<file path="config.mk">
export PLATFORM = sky130hd
export DESIGN_NAME = fetch_ctrl_mv
export DESIGN_NICKNAME = d
export VERILOG_FILES = /design/src/rtl/fetch_ctrl_mv.sv
export SDC_FILE = /design/constraint.sdc
export NUM_CORES = 1
export LEC_CHECK = 0
export CAP_MARGIN = 20
export CORE_UTILIZATION = 41
export DETAILED_ROUTE_END_ITERATION = 16
export PLACE_DENSITY = 0.88
export SYNTH_ARGS = -nofsm -noshare
export SYNTH_HDL_FRONTEND = slang
export SYNTH_SLANG_ARGS = --single-unit
</file>
<file path="constraint.sdc">
create_clock -name clk -period 2.3 [get_ports clk]
set_clock_uncertainty 0.15 [all_clocks]
set_input_delay 0.46 -clock clk [delete_from_list [all_inputs] [get_ports clk]]
set_output_delay 0.46 -clock clk [all_outputs]
set_load 0.005 [all_outputs]
</file>
<file path="src/rtl/fetch_ctrl_mv.sv">
// ============================================================================
// Module   : fetch_ctrl_mv
// Brief    : Fetch-stage PC control FSM with N prioritised interrupts,
//            multi-word fetch, RET/RTI wait and stall_in freeze.
//            Optional per-line interrupt mask via FETCH_IRQ_MASK_EN.
// Revision : 1.0 - initial release
// ============================================================================
`default_nettype none

module fetch_ctrl_mv #(
    parameter  int N_IRQ     = 4,
    parameter  int EXT_WORDS = 1,
    parameter  int RET_WAIT  = 2,
    localparam int AS_W      = $clog2(N_IRQ + 2)
) (
    input  logic             clk,
    input  logic             reset,
    input  logic [N_IRQ-1:0] irq_req,
`ifdef FETCH_IRQ_MASK_EN
    input  logic [N_IRQ-1:0] irq_mask,
`endif
    input  logic             stall_in,
    input  logic [3:0]       opcode,
    input  logic [1:0]       brx,
    input  logic             branch_taken,
    input  logic             bypass_done,
    output logic             pc_en,
    output logic             pc_load,
    output logic [1:0]       pc_src,
    output logic [AS_W-1:0]  addr_src,
    output logic             stall,
    output logic             sf1,
    output logic [N_IRQ-1:0] irq_ack
);

    localparam int IDX_W  = (N_IRQ > 1) ? $clog2(N_IRQ) : 1;
    localparam int EXT_W  = (EXT_WORDS > 1) ? $clog2(EXT_WORDS) : 1;
    localparam int WAIT_W = $clog2(RET_WAIT + 1);

    localparam logic [EXT_W-1:0]  EXT_LAST  = EXT_W'(EXT_WORDS - 1);
    localparam logic [WAIT_W-1:0] WAIT_LAST = WAIT_W'(RET_WAIT);
    localparam logic [3:0]        OP_EXT    = 4'd12;
    localparam logic [3:0]        OP_BR     = 4'd11;

    typedef enum logic [2:0] {
        S_RST    = 3'd0,
        S_FETCH  = 3'd1,
        S_FETCHX = 3'd2,
        S_WAIT   = 3'd3,
        S_BRANCH = 3'd4,
        S_IRQ    = 3'd5
    } state_t;

    state_t             state_q, state_d;
    logic [EXT_W-1:0]   ext_cnt_q, ext_cnt_d;
    logic [WAIT_W-1:0]  wait_cnt_q, wait_cnt_d;
    logic [IDX_W-1:0]   irq_idx_q, irq_idx_d;
    logic               pc_loaded_q;

    logic [N_IRQ-1:0]   irq_en;
    logic [IDX_W-1:0]   irq_low;
    logic               is_ret;
    logic               is_jmp;

`ifdef FETCH_IRQ_MASK_EN
    assign irq_en = irq_req & ~irq_mask;
`else
    assign irq_en = irq_req;
`endif

    assign is_ret = (opcode == OP_BR) && (brx >= 2'd2);
    assign is_jmp = (opcode == OP_BR) && (brx <  2'd2);

    // Bit 0 is highest priority: scan downward so the lowest set bit wins.
    always_comb begin
        irq_low = '0;
        for (int i = N_IRQ - 1; i >= 0; i--) begin
            if (irq_en[i]) begin
                irq_low = IDX_W'(i);
            end
        end
    end

    always_comb begin
        state_d    = state_q;
        ext_cnt_d  = ext_cnt_q;
        wait_cnt_d = wait_cnt_q;
        irq_idx_d  = irq_idx_q;
        pc_en      = 1'b0;
        pc_load    = 1'b0;
        pc_src     = 2'b00;
        addr_src   = '0;
        stall      = 1'b0;
        sf1        = 1'b0;
        irq_ack    = '0;

        case (state_q)
            S_RST: begin
                pc_en    = 1'b1;
                pc_load  = 1'b1;
                pc_src   = 2'b01;
                addr_src = AS_W'(1);
                state_d  = S_FETCH;
            end

            S_FETCH: begin
                pc_en = !pc_loaded_q && !stall_in;
                if (!stall_in) begin
                    if (opcode == OP_EXT) begin
                        state_d   = S_FETCHX;
                        ext_cnt_d = '0;
                    end else if (branch_taken || is_jmp) begin
                        state_d = S_BRANCH;
                    end else if (is_ret) begin
                        state_d    = S_WAIT;
                        wait_cnt_d = '0;
                    end else if (|irq_en) begin
                        state_d   = S_IRQ;
                        irq_idx_d = irq_low;
                    end
                end
            end

            S_FETCHX: begin
                pc_en = !stall_in;
                if (!stall_in) begin
                    if (ext_cnt_q == EXT_LAST) begin
                        ext_cnt_d = '0;
                        state_d   = S_FETCH;
                    end else begin
                        ext_cnt_d = ext_cnt_q + 1'b1;
                    end
                end
            end

            S_WAIT: begin
                if (wait_cnt_q == WAIT_LAST) begin
                    state_d = S_BRANCH;
                end else begin
                    stall = 1'b1;
                    if (!stall_in) begin
                        wait_cnt_d = wait_cnt_q + 1'b1;
                    end
                end
            end

            S_BRANCH: begin
                if (branch_taken) begin
                    pc_src = 2'b00;
                    pc_en  = 1'b1;
                end else if (is_ret) begin
                    pc_src = 2'b11;
                    pc_en  = 1'b1;
                end else if (bypass_done) begin
                    pc_src = 2'b10;
                    pc_en  = 1'b1;
                end else begin
                    stall = 1'b1;
                end
                pc_load = pc_en;
                if (pc_en) begin
                    state_d = S_FETCH;
                end
            end

            S_IRQ: begin
                pc_en              = 1'b1;
                pc_load            = 1'b1;
                pc_src             = 2'b01;
                addr_src           = AS_W'(2) + AS_W'(irq_idx_q);
                sf1                = 1'b1;
                irq_ack[irq_idx_q] = 1'b1;
                state_d            = S_FETCH;
            end

            default: begin
                state_d = S_RST;
            end
        endcase
    end

    always_ff @(posedge clk) begin
        if (reset) begin
            state_q     <= S_RST;
            ext_cnt_q   <= '0;
            wait_cnt_q  <= '0;
            irq_idx_q   <= '0;
            pc_loaded_q <= 1'b1;
        end else begin
            state_q     <= state_d;
            ext_cnt_q   <= ext_cnt_d;
            wait_cnt_q  <= wait_cnt_d;
            irq_idx_q   <= irq_idx_d;
            // Remembers a load so the first FETCH cycle after it does not increment.
            pc_loaded_q <= pc_en && pc_load;
        end
    end

endmodule

`default_nettype wire

</file>
==> results.json, run 1 <==
{
  "synth_area_leaders": "dfxtp_1 (24%), a21oi_1 (7.5%), o21ai_0 (6.7%)",
  "hpwl_um": 1733,
  "synth_top_area_share_pct": 23.97,
  "wl_met2_um": 1272,
  "drc_errors": 0,
  "track_usage_pct": 26.85,
  "synth_edf_count": 0,
  "leakagePower_nw": 0.4717,
  "clock_sinks": 8,
  "worst_ir_drop_vdd_mv": 0.2701,
  "place_ws_ns": -0.7953,
  "boundaryPins": 28,
  "hold_viol": 0,
  "swShare_pct": 28.43,
  "yosysWarnings": 0,
  "final_common_cell": "buf_4",
  "path_class": "flop to primary output",
  "worstPathArrival_ns": 1.75,
  "power_switching_uw": 114.1,
  "antenna_left": 0,
  "r2r_cells": 5,
  "synth_seq_area_share_pct": 23.97,
  "clkLatencyLatePin_ns": 0.26,
  "cap_violations": 0,
  "area_growth_syn_to_layout_pct": 70.97,
  "drtIter0Drc": 19,
  "avgSynthCellArea_um2": 7.108,
  "fp.coreArea_um2": 1506,
  "failed_checks": "setup timing",
  "cp-end-kind": "primary output",
  "p_seq_share_pct": 37.2,
  "place_congestion": 0.8263,
  "num_antenna_cells": 0,
  "nets": 158,
  "cts_root_buffer": "clkbuf_4",
  "topRoutingLayerUsed": "met4",
  "synth-main-ff-cell": "dfxtp_1",
  "finalWorstSetupSlack_ns": -0.05679,
  "die_area_um2": 1795,
  "async_flop_share_pct": 0,
  "layout_common_cells": "buf_4 (18), clkdlybuf4s50_1 (14), a21oi_1 (10)",
  "slew_headroom_pct": 72.85,
  "synth_area_um2": 668.1,
  "period_needed_ns": 2.357,
  "gr-total-overflow": 0,
  "wl_um": 2365,
  "port_buffers": 26,
  "drtPass1Iterations": 4,
  "cts_tree": "yes",
  "crit_path_max_fanout": 8,
  "htreeDepth": 1,
  "grt_pass1_wl_um": 3670,
  "synth.largest_area_cell": "dfxtp_1",
  "path_clk_slew_ns": 0.05,
  "worstHoldPathType": "flop to flop",
  "rows": 14,
  "p_clk_share_pct": 26.7,
  "timing.fmax_mhz": 424.3,
  "syn_nets": 110,
  "rsz0062_at_grt": "yes",
  "max_slew.worst_pin.slew_ns": 0.4035,
  "dr_total_vias": 930,
  "outcome": "finished with violations",
  "dieHeight_um": 42.37,
  "p_int_uw": 287.2,
  "antenna_found_initial": 0,
  "met3WireLength_um": 133,
  "cts_buffers": 3,
  "setup_viol": 2,
  "start_util_pct": 44.35,
  "wire_per_inst_um": 15.16,
  "p_comb_share_pct": 36.0,
  "grt_pass1_vias": 959,
  "fin_crit_sh_pct": 102.5,
  "syn_inst": 94,
  "slew_violations": 0,
  "p_total_uw": 401.3,
  "critPathRequiredTime_ns": 1.69,
  "drive_gt1_share_pct": 30.71,
  "cts_hold_buf": 0,
  "hold_path_depth": 2,
  "finalSetupTns_ns": -0.06095,
  "grt_max_degree": 20,
  "hold_slack_ns": 0.3462,
  "p_per_area_nw_per_um2": 351.3,
  "synth.distinct_cells": 36,
  "start_kind": "flop",
  "routed_via_density": 5.962,
  "ys_ff_latch": 8,
  "wl_met1_um": 907,
  "die_w_um": 42.37,
  "cts_buffer_depth": 2
}
[what timing repair did]
item                       CTS  global route
pin swaps                    5             3
setup endpoints to repair   10             7
hold endpoints to repair     0             0
setup buffers                1             1
gates resized for setup     38             9
cloned                       0             0
[layer usage]
layer,vias to the layer above,track usage (%)
li1,450,-
met1,433,25.67
met2,39,48.31
met3,8,8.621
met4,0,17.50
met5,-,0
[power by group through the flow]
stage / clock, mW / sequential (mW) / combinational, mW
detailed placement: 0 / 0.150 / 0.138
CTS: 0.113 / 0.148 / 0.139
floorplan: 0 / 0.150 / 0.0523
finish: 0.107 / 0.149 / 0.145
global placement: 0 / 0.150 / 0.134
global route: 0.116 / 0.150 / 0.156
[cell families (layout without fill, tap and decap cells)]
kind of cell / after synthesis / in the layout / synth area share [%]
AO/OA/AOI/OAI: 32 / 32 / 30.90
adder cells (fa/ha/maj): 1 / 1 / 1.872
buffers and inverters: 12 / 58 / 7.304
flip-flops: 8 / 8 / 23.97
AND/OR/NAND/NOR: 41 / 41 / 35.95
[Yosys cell counts, drive strengths merged (3+ instances only)]
| cell | n |
|---|---|
| a21oi | 10 |
| o21ai | 9 |
| dfxtp | 8 |
| inv | 8 |
| nand2 | 6 |
| nor2 | 5 |
| nor3 | 4 |
| and3 | 3 |
| nand3 | 3 |
| nor4 | 3 |
[metrics by stage]
step                      std cells  area [µm²]  util (%)
final                           156        1142     75.83
after global routing            156        1142     75.83
after CTS                       155        1105     73.34
after detailed placement        151        1072     71.18
after global placement          151        1072     71.18
after floorplan                  94       668.1         -
[state kept, by name (all words and copies together) (netlist names)]
signal       flops
pc_loaded_q      1
irq_idx_q        2
wait_cnt_q       2
state_q          3
[path summary, 6_finish.rpt]
path | from | end | slack [ns]
hold / removal | wait_cnt_q[1] | wait_cnt_q[1] | 0.35
setup / recovery | state_q[2] | irq_ack[1] | -0.06
setup reg to reg | state_q[2] | irq_idx_q[0] | 0.08
hold reg to reg | wait_cnt_q[1] | wait_cnt_q[1] | 0.35
[worst max-delay path, stage by stage (launching register included)]
cell and delay (ns):
dfxtp_1 0.37, buf_6 0.15, nand2_2 0.10, nor3_2 0.17, and2_1 0.18, clkdlybuf4s50_1 0.50
[area by class of cell]
class	count	area (µm²)
multi-input cells	74	496.7
flip-flops and latches	8	161.4
inverters	8	30.03
fillers	102	364.1
repair buffers	47	411.6
well taps	16	20.02
clock buffers	3	22.52
Power figures use the tool's default switching activity.
==> run 2: changes to the inputs <==
--- a/config.mk
+++ b/config.mk
@@ -6,9 +6,11 @@
 export NUM_CORES = 1
 export LEC_CHECK = 0
 export CAP_MARGIN = 20
-export CORE_UTILIZATION = 41
+export CORE_AREA = 2 2 39 41
 export DETAILED_ROUTE_END_ITERATION = 16
-export PLACE_DENSITY = 0.88
+export DIE_AREA = 0 0 41 43
+export DONT_BUFFER_PORTS = 1
+export PLACE_DENSITY = 0.76
 export SYNTH_ARGS = -nofsm -noshare
 export SYNTH_HDL_FRONTEND = slang
 export SYNTH_SLANG_ARGS = --single-unit
==> run 2 against run 1 <==
Net effect:
- the flow now finishes without violations
- fmax rose by 6.9%
- global-route usage is 3.9 points lower
- non-clock buffer count decreased by 42
- flip-flop and latch count did not move
- via count fell by 23%
- design area is 35% lower
- sequential share of layout area grew 7.6 points
- sequential power about the same
- largest power group unchanged
- highest routed layer unchanged
==> results.json, run 2 (synthesis gave the netlist of run 1 again) <==
{
  "p_total_uw": 334.8,
  "slew_violations": 0,
  "max_slew.worst_pin.slew_ns": 0.3598,
  "path_cells": "buf_6, inv_2, nand2_1, o41a_1, or2_4",
  "cts_buffer_depth": 2,
  "fillers": 141,
  "hold_path_depth": 1,
  "critPathTopFamily": "compound AO/OA/AOI/OAI gates",
  "startpoint": "state_q[0]",
  "place_congestion": 0.7991,
  "stdcell_area_um2": 744.5,
  "critical_path.max_stage_delay_ns": 0.46,
  "slowest_stage": "o41a_1",
  "fp.coreArea_um2": 1384,
  "fin_crit_sh_pct": 95.83,
  "num_antenna_cells": 0,
  "wl_um": 1738,
  "crit_path_max_fanout": 11,
  "timing.fmax_mhz": 453.7,
  "drc_errors": 0,
  "worstReg2RegStart": "state_q[0]",
  "r2r_cells": 4,
  "clkLatencyLatePin_ns": 0.26,
  "worst_ir_drop_vdd_mv": 0.2706,
  "hpwl_um": 1343,
  "finalWorstSetupSlack_ns": 0.09584,
  "drtPass1Iterations": 4,
  "largestRegisters": "state_q: 3 flops, irq_idx_q: 2 flops, wait_cnt_q: 2 flops",
  "rsz0062_at_grt": "no",
  "leakagePower_nw": 0.2700,
  "routed_via_density": 6.272,
  "min_to": "wait_cnt_q[0]",
  "area_growth_syn_to_layout_pct": 11.42,
  "cap_violations": 0,
  "dpl_cell_area_um2": 706.9,
  "drive_gt1_share_pct": 16.33,
  "dieHeight_um": 43,
  "grt_max_degree": 20,
  "start_util_pct": 48.28,
  "dr_total_vias": 715,
  "grt_pass1_vias": 645,
  "worstPathArrival_ns": 1.59,
  "finalSetupTns_ns": 0,
  "slew_headroom_pct": 75.39,
  "rows": 14,
  "layout_common_cells": "a21oi_1 (10), o21ai_0 (8), inv_1 (7), dfxtp_1 (7), nand2_1 (6)",
  "boundaryPins": 28,
  "die_area_um2": 1763,
  "drtIter0Drc": 14,
  "grt_pass1_wl_um": 2711,
  "htreeDepth": 1,
  "port_buffers": 0,
  "place_ws_ns": 0.1063,
  "hold_viol": 0,
  "worstHoldStart": "reset",
  "top_register": "state_q",
  "largest_register_ffs": 3,
  "worstHoldPathType": "input port to flop",
  "critPathRequiredTime_ns": 1.69,
  "path_class": "flop to primary output",
  "cts_root_buffer": "clkbuf_4",
  "outcome": "finished, final reports clean",
  "cp-end-kind": "primary output",
  "r2r-end": "irq_idx_q[0]",
  "path_buf_inv": 2,
  "die_w_um": 41,
  "wire_per_inst_um": 15.25,
  "antenna_found_initial": 0,
  "p_per_area_nw_per_um2": 449.8,
  "final_common_cell": "a21oi_1",
  "period_needed_ns": 2.204,
  "cts_buffers": 3,
  "gr-total-overflow": 0,
  "r2r_slack_ns": 0.18,
  "start_kind": "flop",
  "nets": 116,
  "cts_setup_buffers": 0,
  "antenna_left": 0,
  "track_usage_pct": 22.91,
  "worst-path-stages": 5,
  "path_clk_slew_ns": 0.06,
  "clock_sinks": 8,
  "cts_tree": "yes",
  "setup_viol": 0
}
-- run 2: cell types whose count changed in the layout (fill, tap and decap cells not counted), moves of 2 or more --
cell / before / now
clkdlybuf4s50_1: 14 / 0
buf_2: 2 / 0
buf_4: 18 / 4
nor4_2: 2 / 0
dlygate4sd2_1: 5 / 0
buf_6: 6 / 1
nor4_1: 1 / 3
-- run 2: what timing repair did --
action	CTS	global route
pin swaps	1	2
setup endpoints to repair	1	2
hold buffers	0	0
gates resized for setup	2	5
-- run 2: per-stage QoR --
stage               std cells  utilization [%]  hold slack [ns]
finish                    114            53.80           0.1072
global route              114            53.80          0.09884
CTS                       114            52.80           0.1129
detailed placement        111            51.09           0.3276
global placement          111            51.09           0.3122
floorplan                  94                -           0.3013
-- run 2: power breakdown --
group          switching (mW)  internal, mW
Sequential            0.00434         0.144
Combinational          0.0380        0.0321
Clock                  0.0559        0.0603
-- run 2: worst reg2reg max path: stages (launching register included) --
cell and delay (ns):
dfxtp_1 0.36, or3b_4 0.43, or4_1 0.49, or4_1 0.47, a21oi_1 0.15
-- run 2: area by class of cell --
class	instances	area, µm²	share of cell area, %
Clock buffer	3	22.52	3.025
Inverter	8	30.03	4.034
Multi-Input combinational cell	74	469.2	63.03
Sequential cell	8	161.4	21.68
Tap cell	16	20.02	2.689
Timing Repair Buffer	5	41.29	5.546
-- run 2: how the worst max path moves through the flow --
stage	end	slack, ns
3_5_place_dp	irq_idx_q[0]	0.11
6_report	pc_en	0.1
5_1_grt	pc_en	0.01
4_1_cts	stall	0.02
3_3_place_gp	irq_idx_q[0]	0.12
2_1_floorplan	stall	0.14
-- run 2: layer usage --
layer / wire (µm) / vias up / GRT usage [%] / share of wire [%]
li1: - / 363 / - / -
met1: 748 / 323 / 28.10 / 43
met2: 837 / 27 / 34.69 / 48
met3: 141 / 2 / 9.424 / 8.1
met4: 10 / 0 / 8.000 / 0.58
met5: 0 / - / 0 / 0
==> run 3: changes to the inputs <==
--- a/config.mk
+++ b/config.mk
@@ -6,11 +6,10 @@
 export NUM_CORES = 1
 export LEC_CHECK = 0
 export CAP_MARGIN = 20
-export CORE_AREA = 2 2 39 41
+export CORE_UTILIZATION = 25
 export DETAILED_ROUTE_END_ITERATION = 16
-export DIE_AREA = 0 0 41 43
 export DONT_BUFFER_PORTS = 1
-export PLACE_DENSITY = 0.76
+export PLACE_DENSITY = 0.49
 export SYNTH_ARGS = -nofsm -noshare
 export SYNTH_HDL_FRONTEND = slang
 export SYNTH_SLANG_ARGS = --single-unit
==> run 3 against run 2 <==
Net effect:
- clock power barely moved
- register-to-register slack improved by 0.04 ns
- setup slack got worse by 0.025 ns
- flip-flop and latch count did not move
- combinational power rose by 0.9%
- global-route usage fell by 10 points
- total power fell by 0.93%
- via count fell by 1.3%
- non-clock buffer count rose by 1
- critical path type unchanged
- die area rose by 64%
==> results.json, run 3 (synthesis gave the netlist of run 1 again) <==
{
  "outcome": "finished, final reports clean",
  "place_congestion": 0.8344,
  "dr_total_vias": 706,
  "fp.coreArea_um2": 2500,
  "rows": 18,
  "antenna_left": 0,
  "worstPathArrival_ns": 1.62,
  "boundaryPins": 28,
  "wl_um": 1766,
  "die_area_um2": 2883,
  "hold_slack_ns": 0.1095,
  "routed_via_density": 5.473,
  "critPathRequiredTime_ns": 1.69,
  "nets": 117,
  "hpwl_um": 1418,
  "r2r-end": "irq_idx_q[0]",
  "port_buffers": 0,
  "worst_ir_drop_vdd_mv": 0.1978,
  "htreeDepth": 1,
  "top_register": "state_q",
  "largestRegisters": "state_q: 3 flops, irq_idx_q: 2 flops, wait_cnt_q: 2 flops",
  "drtIter0Drc": 11,
  "num_antenna_cells": 0,
  "slew_violations": 0,
  "antenna_found_initial": 0,
  "drive_gt1_share_pct": 17.17,
  "cp-end-kind": "primary output",
  "startpoint": "state_q[0]",
  "cts_buffer_depth": 2,
  "start_util_pct": 26.73,
  "wire_per_inst_um": 13.69,
  "setup_viol": 0,
  "grt_pass1_wl_um": 2718,
  "max_slew.worst_pin.slew_ns": 0.3659,
  "hold_viol": 0,
  "timing.fmax_mhz": 448.6,
  "grt_pass1_vias": 665,
  "path_clk_slew_ns": 0.06,
  "worstReg2RegStart": "state_q[0]",
  "final_util_pct": 30.53,
  "clkLatencyLatePin_ns": 0.26,
  "r2r_cells": 4,
  "fillers": 273,
  "endpoint": "pc_en",
  "cts_tree": "yes",
  "slew_headroom_pct": 75.38,
  "p_total_uw": 331.7,
  "die_w_um": 53.70,
  "start_kind": "flop",
  "layout_common_cells": "a21oi_1 (10), o21ai_0 (8), inv_1 (7), dfxtp_1 (7)",
  "r2r_slack_ns": 0.22,
  "final_common_cell": "a21oi_1",
  "drtPass1Iterations": 4,
  "largest_register_ffs": 3,
  "grt_max_degree": 20,
  "leakagePower_nw": 0.2722,
  "finalSetupTns_ns": 0,
  "track_usage_pct": 12.90,
  "path_class": "flop to primary output",
  "cts_setup_buffers": 0,
  "crit_path_max_fanout": 10,
  "drc_errors": 0,
  "p_per_area_nw_per_um2": 434.6,
  "cap_violations": 0,
  "gr-total-overflow": 0,
  "cts_root_buffer": "clkbuf_4",
  "worstHoldPathType": "input port to flop",
  "clock_sinks": 8,
  "area_growth_syn_to_layout_pct": 14.23,
  "period_needed_ns": 2.229,
  "cts_buffers": 3,
  "rsz0062_at_grt": "yes",
  "dieHeight_um": 53.70,
  "fin_crit_sh_pct": 96.92
}
[run 3: changes by cell type in the layout (fill, tap and decap cells not counted)]
cell   previous run  this run
or2_2             1         2
or2_4             1         0
buf_4             4         6
buf_6             1         0
[run 3: how the worst min path moves through the flow]
stage / startpoint / end / slack (ns) / cells past startpoint
3_5_place_dp: wait_cnt_q[1] / wait_cnt_q[1] / 0.32 / 2
4_1_cts: reset / irq_idx_q[0] / 0.11 / 1
3_3_place_gp: wait_cnt_q[1] / wait_cnt_q[1] / 0.31 / 2
2_1_floorplan: wait_cnt_q[1] / wait_cnt_q[1] / 0.30 / 2
6_report: reset / wait_cnt_q[1] / 0.11 / 1
5_1_grt: reset / irq_idx_q[0] / 0.11 / 1
[run 3: per-stage QoR]
| step | area [µm²] | setup WS [ns] | cells |
|---|---|---|---|
| floorplan | 668.1 | 0.1427 | 94 |
| global placement | 732.0 | 0.09948 | 126 |
| detailed placement | 732.0 | 0.1033 | 126 |
| CTS | 759.5 | 0.01471 | 129 |
| global route | 763.2 | -0.01634 | 129 |
| finish | 763.2 | 0.07089 | 129 |
[run 3: where the power goes]
part	leakage (nW)	switching (mW)	internal, mW
clock network	0.0138	0.0525	0.0601
registers	0.0657	0.00416	0.144
logic	0.193	0.0379	0.0328
[run 3: what timing repair did]
action,CTS,global route
pin swaps,1,1
setup endpoints to repair,1,2
hold buffers,0,0
gates resized for setup,3,2
[run 3: worst max-delay path, cell delays in order (launching register included)]
cell and delay [ns]:
dfxtp_1 0.33, buf_4 0.17, inv_2 0.07, nand2_1 0.08
o41a_1 0.40, or2_2 0.32
[run 3: routing by layer]
layer | GRT usage, % | part of all wire, % | vias up
met5 | 0 | 0 | -
met4 | 2.632 | 1.0 | 0
met3 | 4.802 | 5.5 | 2
met2 | 24.28 | 53 | 14
met1 | 13.40 | 40 | 322
li1 | - | - | 368
[run 3: layout make-up]
| type | count | area, µm² | area share, % |
|---|---|---|---|
| inverters | 8 | 30.03 | 3.934 |
| clock buffers | 3 | 22.52 | 2.951 |
| multi-input cells | 74 | 466.7 | 61.15 |
| flip-flops and latches | 8 | 161.4 | 21.15 |
| repair buffers | 6 | 45.04 | 5.902 |
| well taps | 30 | 37.54 | 4.918 |
